File: src/rtl/fpga_template_rb_spi.sv
`default_nettype none
// ============================================================================
// Module      : fpga_template_rb_spi
// Description : SPI mode-0 slave register bank, oversampled by clk
// Revision    : 1.0 - initial release
// ============================================================================
// sys_cfg packing: [16] enable_stuf, [15] enable_other, [14] monitor_flag,
//                  [13:6] pwm_duty, [5:0] debug_led
module fpga_template_rb_spi #(
    parameter logic [7:0] CHIP_ID = 8'hA5
) (
    input  logic        clk,
    input  logic        resetb,
    input  logic        spi_csn,
    input  logic        spi_sclk,
    input  logic        spi_mosi,
    output logic        spi_miso,
    output logic        spi_miso_oe,
    input  logic        monitor_flag_i,
    output logic [16:0] sys_cfg,
    output logic [7:0]  dsp_cfg,
    output logic        wr_strobe,
    output logic [6:0]  wr_addr
);

    typedef enum logic [1:0] {
        ST_IDLE = 2'd0,
        ST_CMD  = 2'd1,
        ST_DATA = 2'd2,
        ST_DONE = 2'd3
    } state_t;

    state_t      r_state, w_state_nxt;
    logic [1:0]  r_csn_s, r_sclk_s, r_mosi_s;
    logic        r_sclk_prev, r_csn_prev;
    logic [1:0]  r_settle;
    logic        r_armed;
    logic [3:0]  r_bit_cnt;
    logic [6:0]  r_shift;
    logic        r_rw;
    logic [6:0]  r_addr;
    logic [6:0]  r_rd_shift;
    logic        r_miso;
    logic        r_wr_strobe;
    logic [6:0]  r_wr_addr;
    logic        r_enable_stuf, r_enable_other;
    logic [7:0]  r_pwm_duty;
    logic [5:0]  r_debug_led;
    logic [7:0]  r_dsp_cfg;

    logic        w_csn, w_mosi, w_sclk_rise, w_sclk_fall, w_csn_fall;
    logic        w_commit, w_rd_load, w_rd_shift;
    logic [7:0]  w_wdata, w_rd_data;

    assign w_csn       = r_csn_s[1];
    assign w_mosi      = r_mosi_s[1];
    assign w_sclk_rise = r_sclk_s[1] & ~r_sclk_prev;
    assign w_sclk_fall = ~r_sclk_s[1] & r_sclk_prev;
    assign w_csn_fall  = r_csn_prev & ~w_csn;
    assign w_wdata     = {r_shift, w_mosi};
    assign w_commit    = (r_state == ST_DATA) && w_sclk_rise && (r_bit_cnt == 4'd15)
                         && !w_csn && r_rw;
    assign w_rd_load   = (r_state == ST_DATA) && w_sclk_fall && (r_bit_cnt == 4'd8) && !r_rw;
    assign w_rd_shift  = (r_state == ST_DATA) && w_sclk_fall && (r_bit_cnt > 4'd8) && !r_rw;

    always_comb begin
        w_rd_data = 8'h00;
        case (r_addr)
            7'h00:   w_rd_data = {5'b0, monitor_flag_i, r_enable_other, r_enable_stuf};
            7'h01:   w_rd_data = r_pwm_duty;
            7'h02:   w_rd_data = {2'b0, r_debug_led};
            7'h03:   w_rd_data = r_dsp_cfg;
            7'h7F:   w_rd_data = CHIP_ID;
            default: w_rd_data = 8'h00;
        endcase
    end

    always_comb begin
        w_state_nxt = r_state;
        if (w_csn) begin
            w_state_nxt = ST_IDLE;
        end else begin
            case (r_state)
                ST_IDLE: if (w_csn_fall && r_armed) w_state_nxt = ST_CMD;
                ST_CMD:  if (w_sclk_rise && r_bit_cnt == 4'd7) w_state_nxt = ST_DATA;
                ST_DATA: if (w_sclk_rise && r_bit_cnt == 4'd15) w_state_nxt = ST_DONE;
                default: w_state_nxt = r_state;
            endcase
        end
    end

    always_ff @(posedge clk) begin
        if (!resetb) begin
            r_state <= ST_IDLE;
        end else begin
            r_state <= w_state_nxt;
        end
    end

    always_ff @(posedge clk) begin
        if (!resetb) begin
            r_csn_s        <= 2'b11;
            r_sclk_s       <= 2'b00;
            r_mosi_s       <= 2'b00;
            r_sclk_prev    <= 1'b0;
            r_csn_prev     <= 1'b1;
            r_settle       <= 2'b00;
            r_armed        <= 1'b0;
            r_bit_cnt      <= 4'd0;
            r_shift        <= 7'd0;
            r_rw           <= 1'b0;
            r_addr         <= 7'd0;
            r_rd_shift     <= 7'd0;
            r_miso         <= 1'b0;
            r_wr_strobe    <= 1'b0;
            r_wr_addr      <= 7'd0;
            r_enable_stuf  <= 1'b0;
            r_enable_other <= 1'b0;
            r_pwm_duty     <= 8'h80;
            r_debug_led    <= 6'd0;
            r_dsp_cfg      <= 8'h80;
        end else begin
            r_csn_s     <= {r_csn_s[0], spi_csn};
            r_sclk_s    <= {r_sclk_s[0], spi_sclk};
            r_mosi_s    <= {r_mosi_s[0], spi_mosi};
            r_sclk_prev <= r_sclk_s[1];
            r_csn_prev  <= w_csn;
            // Arm only once the synchronizer holds a real csn-high sample, so a
            // frame interrupted by reset is not mistaken for a new one.
            r_settle    <= {r_settle[0], 1'b1};
            r_armed     <= r_armed | (r_settle[1] & w_csn);
            r_wr_strobe <= 1'b0;

            if (r_state == ST_IDLE) begin
                r_bit_cnt <= 4'd0;
            end else if ((r_state == ST_CMD || r_state == ST_DATA) && w_sclk_rise) begin
                r_bit_cnt <= r_bit_cnt + 4'd1;
                r_shift   <= {r_shift[5:0], w_mosi};
            end

            if (r_state == ST_CMD && w_sclk_rise && r_bit_cnt == 4'd7) begin
                r_rw   <= r_shift[6];
                r_addr <= {r_shift[5:0], w_mosi};
            end

            if (w_commit) begin
                r_wr_strobe <= 1'b1;
                r_wr_addr   <= r_addr;
                case (r_addr)
                    7'h00: begin
                        r_enable_stuf  <= w_wdata[0];
                        r_enable_other <= w_wdata[1];
                    end
                    7'h01:   r_pwm_duty  <= w_wdata;
                    7'h02:   r_debug_led <= w_wdata[5:0];
                    7'h03:   r_dsp_cfg   <= w_wdata;
                    default: ;
                endcase
            end

            if (w_state_nxt != ST_DATA) begin
                r_miso <= 1'b0;
            end else if (w_rd_load) begin
                r_miso     <= w_rd_data[7];
                r_rd_shift <= w_rd_data[6:0];
            end else if (w_rd_shift) begin
                r_miso     <= r_rd_shift[6];
                r_rd_shift <= {r_rd_shift[5:0], 1'b0};
            end
        end
    end

    assign spi_miso    = r_miso;
    assign spi_miso_oe = ~w_csn;
    assign sys_cfg     = {r_enable_stuf, r_enable_other, monitor_flag_i, r_pwm_duty, r_debug_led};
    assign dsp_cfg     = r_dsp_cfg;
    assign wr_strobe   = r_wr_strobe;
    assign wr_addr     = r_wr_addr;

endmodule
`default_nettype wire

File: config.mk
export PLATFORM = sky130hd
export DESIGN_NAME = fpga_template_rb_spi
export DESIGN_NICKNAME = d
export VERILOG_FILES = /design/src/rtl/fpga_template_rb_spi.sv
export SDC_FILE = /design/constraint.sdc
export NUM_CORES = 1
export LEC_CHECK = 0
export ABC_AREA = 1
export BUFFER_PORTS_ARGS = -buffer_cell sky130_fd_sc_hd__buf_4
export CAP_MARGIN = 20
export CORE_MARGIN = 3
export CORE_UTILIZATION = 52
export DETAILED_ROUTE_END_ITERATION = 16
export PLACE_DENSITY = 0.86
export SYNTH_ARGS = -nofsm -noshare
export SYNTH_HDL_FRONTEND = slang
export SYNTH_SLANG_ARGS = --single-unit
File: constraint.sdc
create_clock -name clk -period 1.6 [get_ports clk]
set_clock_uncertainty 0.15 [all_clocks]
set_input_delay 0.16 -clock clk [delete_from_list [all_inputs] [get_ports clk]]
set_output_delay 0.16 -clock clk [all_outputs]
set_load 0.03 [all_outputs]
==> flow_metrics.py <==
metrics = {
    "min_path": {
        "holdCritPathClass": "reg2reg",
        "worstHoldStart": "r_csn_s[0]",
        "hold_depth": 1,
    },
    "run_status": {
        "violations": "setup timing",
        "status": "finished, violations left",
    },
    "grt": {
        "grt_pass1_wl_um": 15800,
        "antenna_found_initial": 0,
        "grt_pass1_vias": 3435,
        "grt_max_degree": 25,
        "track_usage": 0.279,
        "grt_overflow": 0,
    },
    "setup_path": {
        "end_kind": "flip-flop",
        "cpMaxStageDelayCell": "dfxtp_1",
        "startpoint": "r_sclk_prev",
        "cp_max_fo": 6,
        "cp_num_cells": 10,
        "cp_top_family": "simple AND/OR/NAND/NOR gates",
        "r2r_start": "r_sclk_prev",
        "rr_worst_depth": 10,
        "timing.critical_path.from_type": "flip-flop",
        "cp.required_ns": 1.70,
        "critPathKind": "reg2reg",
        "crit_buf_inv": 3,
        "worstPathCellList": "inv_1 > nand2_4 > inv_1 > nand2_1 > nand3_1 > nand3_2 > nand2_4 > buf_4 > a21oi_2 > nor2_1",
        "cpPeakStageDelay_ns": 0.41,
        "crit_arrival_ns": 1.93,
    },
    "clocking": {
        "htree_levels": 3,
        "root_buffer": "clkbuf_8",
        "cts_tree": "yes",
        "clkSinkCount": 72,
        "cts_buffer_depth": 2,
        "worstSkewPairLatency_ns": 0.36,
        "path_clk_slew_ns": 0.07,
        "cts_buffers": 9,
    },
    "timing": {
        "worst_slack_ns": -0.233,
        "post-route-period-util": 1.15,
        "finalCriticalPeriod_ns": 1.83,
        "setup_viol": 41,
        "max_freq_ghz": 0.546,
        "finalHoldViolations": 0,
        "tightest_slew_ns": 0.325,
        "maxSlewViolCount": 0,
        "rsz0062_at_grt": "true",
        "maxSlewHeadroom": 0.783,
    },
    "cells_and_area": {
        "fin_util": 0.807,
        "final_net_count": 540,
        "filler_cell_count": 316,
        "area_growth_pct": 49.1,
        "drive_gt1_frac": 0.471,
        "antenna_cells": 0,
    },
    "floorplanning": {
        "io_pins": 41,
        "rows": 28,
        "die_area_um2": 7180,
        "fp.dieW_um": 84.7,
        "start_util": 0.541,
        "core_um2": 5960,
        "die_h_um": 84.7,
    },
    "power": {
        "p_leak_nw": 2.08,
        "ir_drop_mv": 0.565,
        "power.density_nw_per_um2": 660,
        "p_total_mw": 3.17,
    },
    "yosys": {
        "syn-num-nets": 430,
        "syn_area_um2": 3220,
        "yosysUniqueCellTypes": 31,
        "postSynthCellCount": 418,
        "yosys_warnings": 0,
        "yosysSeqAreaShare": 0.447,
        "ys_seq_elements": 72,
        "synth.avg_cell_area_um2": 7.71,
    },
    "routing": {
        "wl_um": 11500,
        "wl_per_cell_um": 18.9,
        "via_count": 3606,
        "dr.pass1.iters": 5,
        "drc": 0,
        "avgViaCountPerCell": 5.93,
        "drt_iter0_markers": 483,
        "antenna_left": 0,
    },
    "place": {
        "io_buffers": 40,
        "routabilityCongestion": 0.863,
        "dp_hpwl_um": 5790,
    },
    "job": {
        "drv_cap": 0,
    },
}
## Yosys cell counts
| master | count | area, um2 |
|---|---|---|
| nand2_1 | 73 | 274 |
| dfxtp_1 | 72 | 1440 |
| inv_1 | 46 | 173 |
| a21oi_1 | 45 | 225 |
| o21ai_0 | 41 | 205 |
| nor2_1 | 36 | 135 |
| nand3_1 | 30 | 150 |
| nand2_2 | 8 | 50.1 |
| a211oi_1 | 6 | 45.0 |
| ha_1 | 6 | 75.1 |
| buf_4 | 5 | 37.5 |
| clkbuf_1 | 5 | 18.8 |
| nor3_1 | 5 | 25.0 |
| inv_2 | 4 | 15.0 |
| nor2_2 | 4 | 25.0 |
| nor3b_1 | 4 | 30.0 |
| a211oi_2 | 3 | 37.5 |
| nand3_2 | 3 | 30.0 |
| nand4_1 | 3 | 18.8 |
| or2_2 | 3 | 18.8 |
| buf_2 | 2 | 10.0 |
| buf_6 | 2 | 22.5 |
| buf_8 | 2 | 30.0 |
| nor2_4 | 2 | 22.5 |
| nor2_8 | 2 | 40.0 |
| a21oi_4 | 1 | 16.3 |
| a31oi_1 | 1 | 6.26 |
| buf_1 | 1 | 3.75 |
| nand3_4 | 1 | 17.5 |
| nor3_4 | 1 | 16.3 |
| o211ai_1 | 1 | 7.51 |
## routing by layer
layer | global-route usage | vias up | share of wire
met4 | 0.226 | 0 | 0.072
li1 | - | 1598 | -
met2 | 0.456 | 239 | 0.47
met5 | 0 | - | 0
met1 | 0.308 | 1686 | 0.37
met3 | 0.0658 | 83 | 0.092
## registers in the layout (all words and copies together), names as in the netlist, 2 cells and up
name	count
r_shift	7
r_settle	2
r_debug_led	6
r_mosi_s	2
r_csn_s	2
wr_addr	7
r_state	2
r_addr	7
dsp_cfg	8
r_rd_shift	7
r_bit_cnt	4
r_pwm_duty	8
r_sclk_s	2
## worst paths after layout
check	endpoint	slack, ns
worst max-delay path	r_rd_shift[6]	-0.23
worst min register to register	r_csn_s[1]	0.26
worst min-delay path	r_csn_s[1]	0.26
worst max register to register	r_rd_shift[6]	-0.23
## power breakdown
group	switching [mW]	total (mW)	internal, mW	leakage [nW]
logic	0.0731	0.118	0.0451	1.41
registers	0.00661	1.81	1.80	0.585
clock network	0.693	1.25	0.554	0.0858
total	0.773	3.17	2.40	2.08
## stage by stage
step,TNS [ns],instances,instance area (um2),hold WS (ns),setup WS (ns)
6_report,-4.91,608,4810,0.264,-0.233
5_1_grt,-8.21,608,4810,0.277,-0.312
4_1_cts,-2.11,599,4470,0.265,-0.0819
3_5_place_dp,-5.38,556,3820,0.201,-0.229
3_3_place_gp,-3.68,556,3820,0.198,-0.157
2_1_floorplan,-0.671,418,3250,0.0377,-0.0912
## layout by cell type, fill, tap and decap left out, types with 2 or more instances in the layout
cell type / count
buf_4: 92
nand2_4: 8
a211oi_1: 2
nor3b_2: 3
a211oi_2: 7
o21ai_0: 11
inv_1: 34
a21oi_1: 27
nand3_2: 7
clkinv_2: 4
dfxtp_1: 67
a21oi_2: 17
o21ai_2: 16
dlygate4sd3_1: 6
nand2_1: 58
or2_2: 2
inv_4: 3
nor2_8: 2
inv_2: 12
dfxtp_2: 3
dfxtp_4: 2
clkbuf_8: 9
o21ai_1: 13
nor2_2: 5
nand3_1: 23
nand2_2: 15
nand3_4: 4
a21oi_4: 2
buf_6: 12
nand4_1: 3
nor3_1: 4
ha_4: 5
nor2_4: 11
nor2_1: 29
## final cells by class
type	count	area (um2)	area share
Multi-Input combinational cell	282	1940	0.404
Tap cell	75	93.8	0.0195
Inverter	50	208	0.0432
Sequential cell	72	1450	0.302
Clock buffer	10	128	0.0266
Timing Repair Buffer	113	948	0.197
Clock inverter	6	36.3	0.00755
## cells by family after synthesis
group | share of synthesized area
AOI/OAI and AO/OA | 0.168
adders and majority gates | 0.0233
buffers and inverters | 0.0963
DFF | 0.447
and+or+nand+nor | 0.265
## repair_timing
item,in CTS,in global routing
gates resized for setup,84,81
hold buffers,6,0
endpoints found under the setup margin,41,51
hold endpoints to repair,9,0
pin swaps,32,30
cloned,5,0
setup buffers,16,10
(Power assumes the default switching activity.)
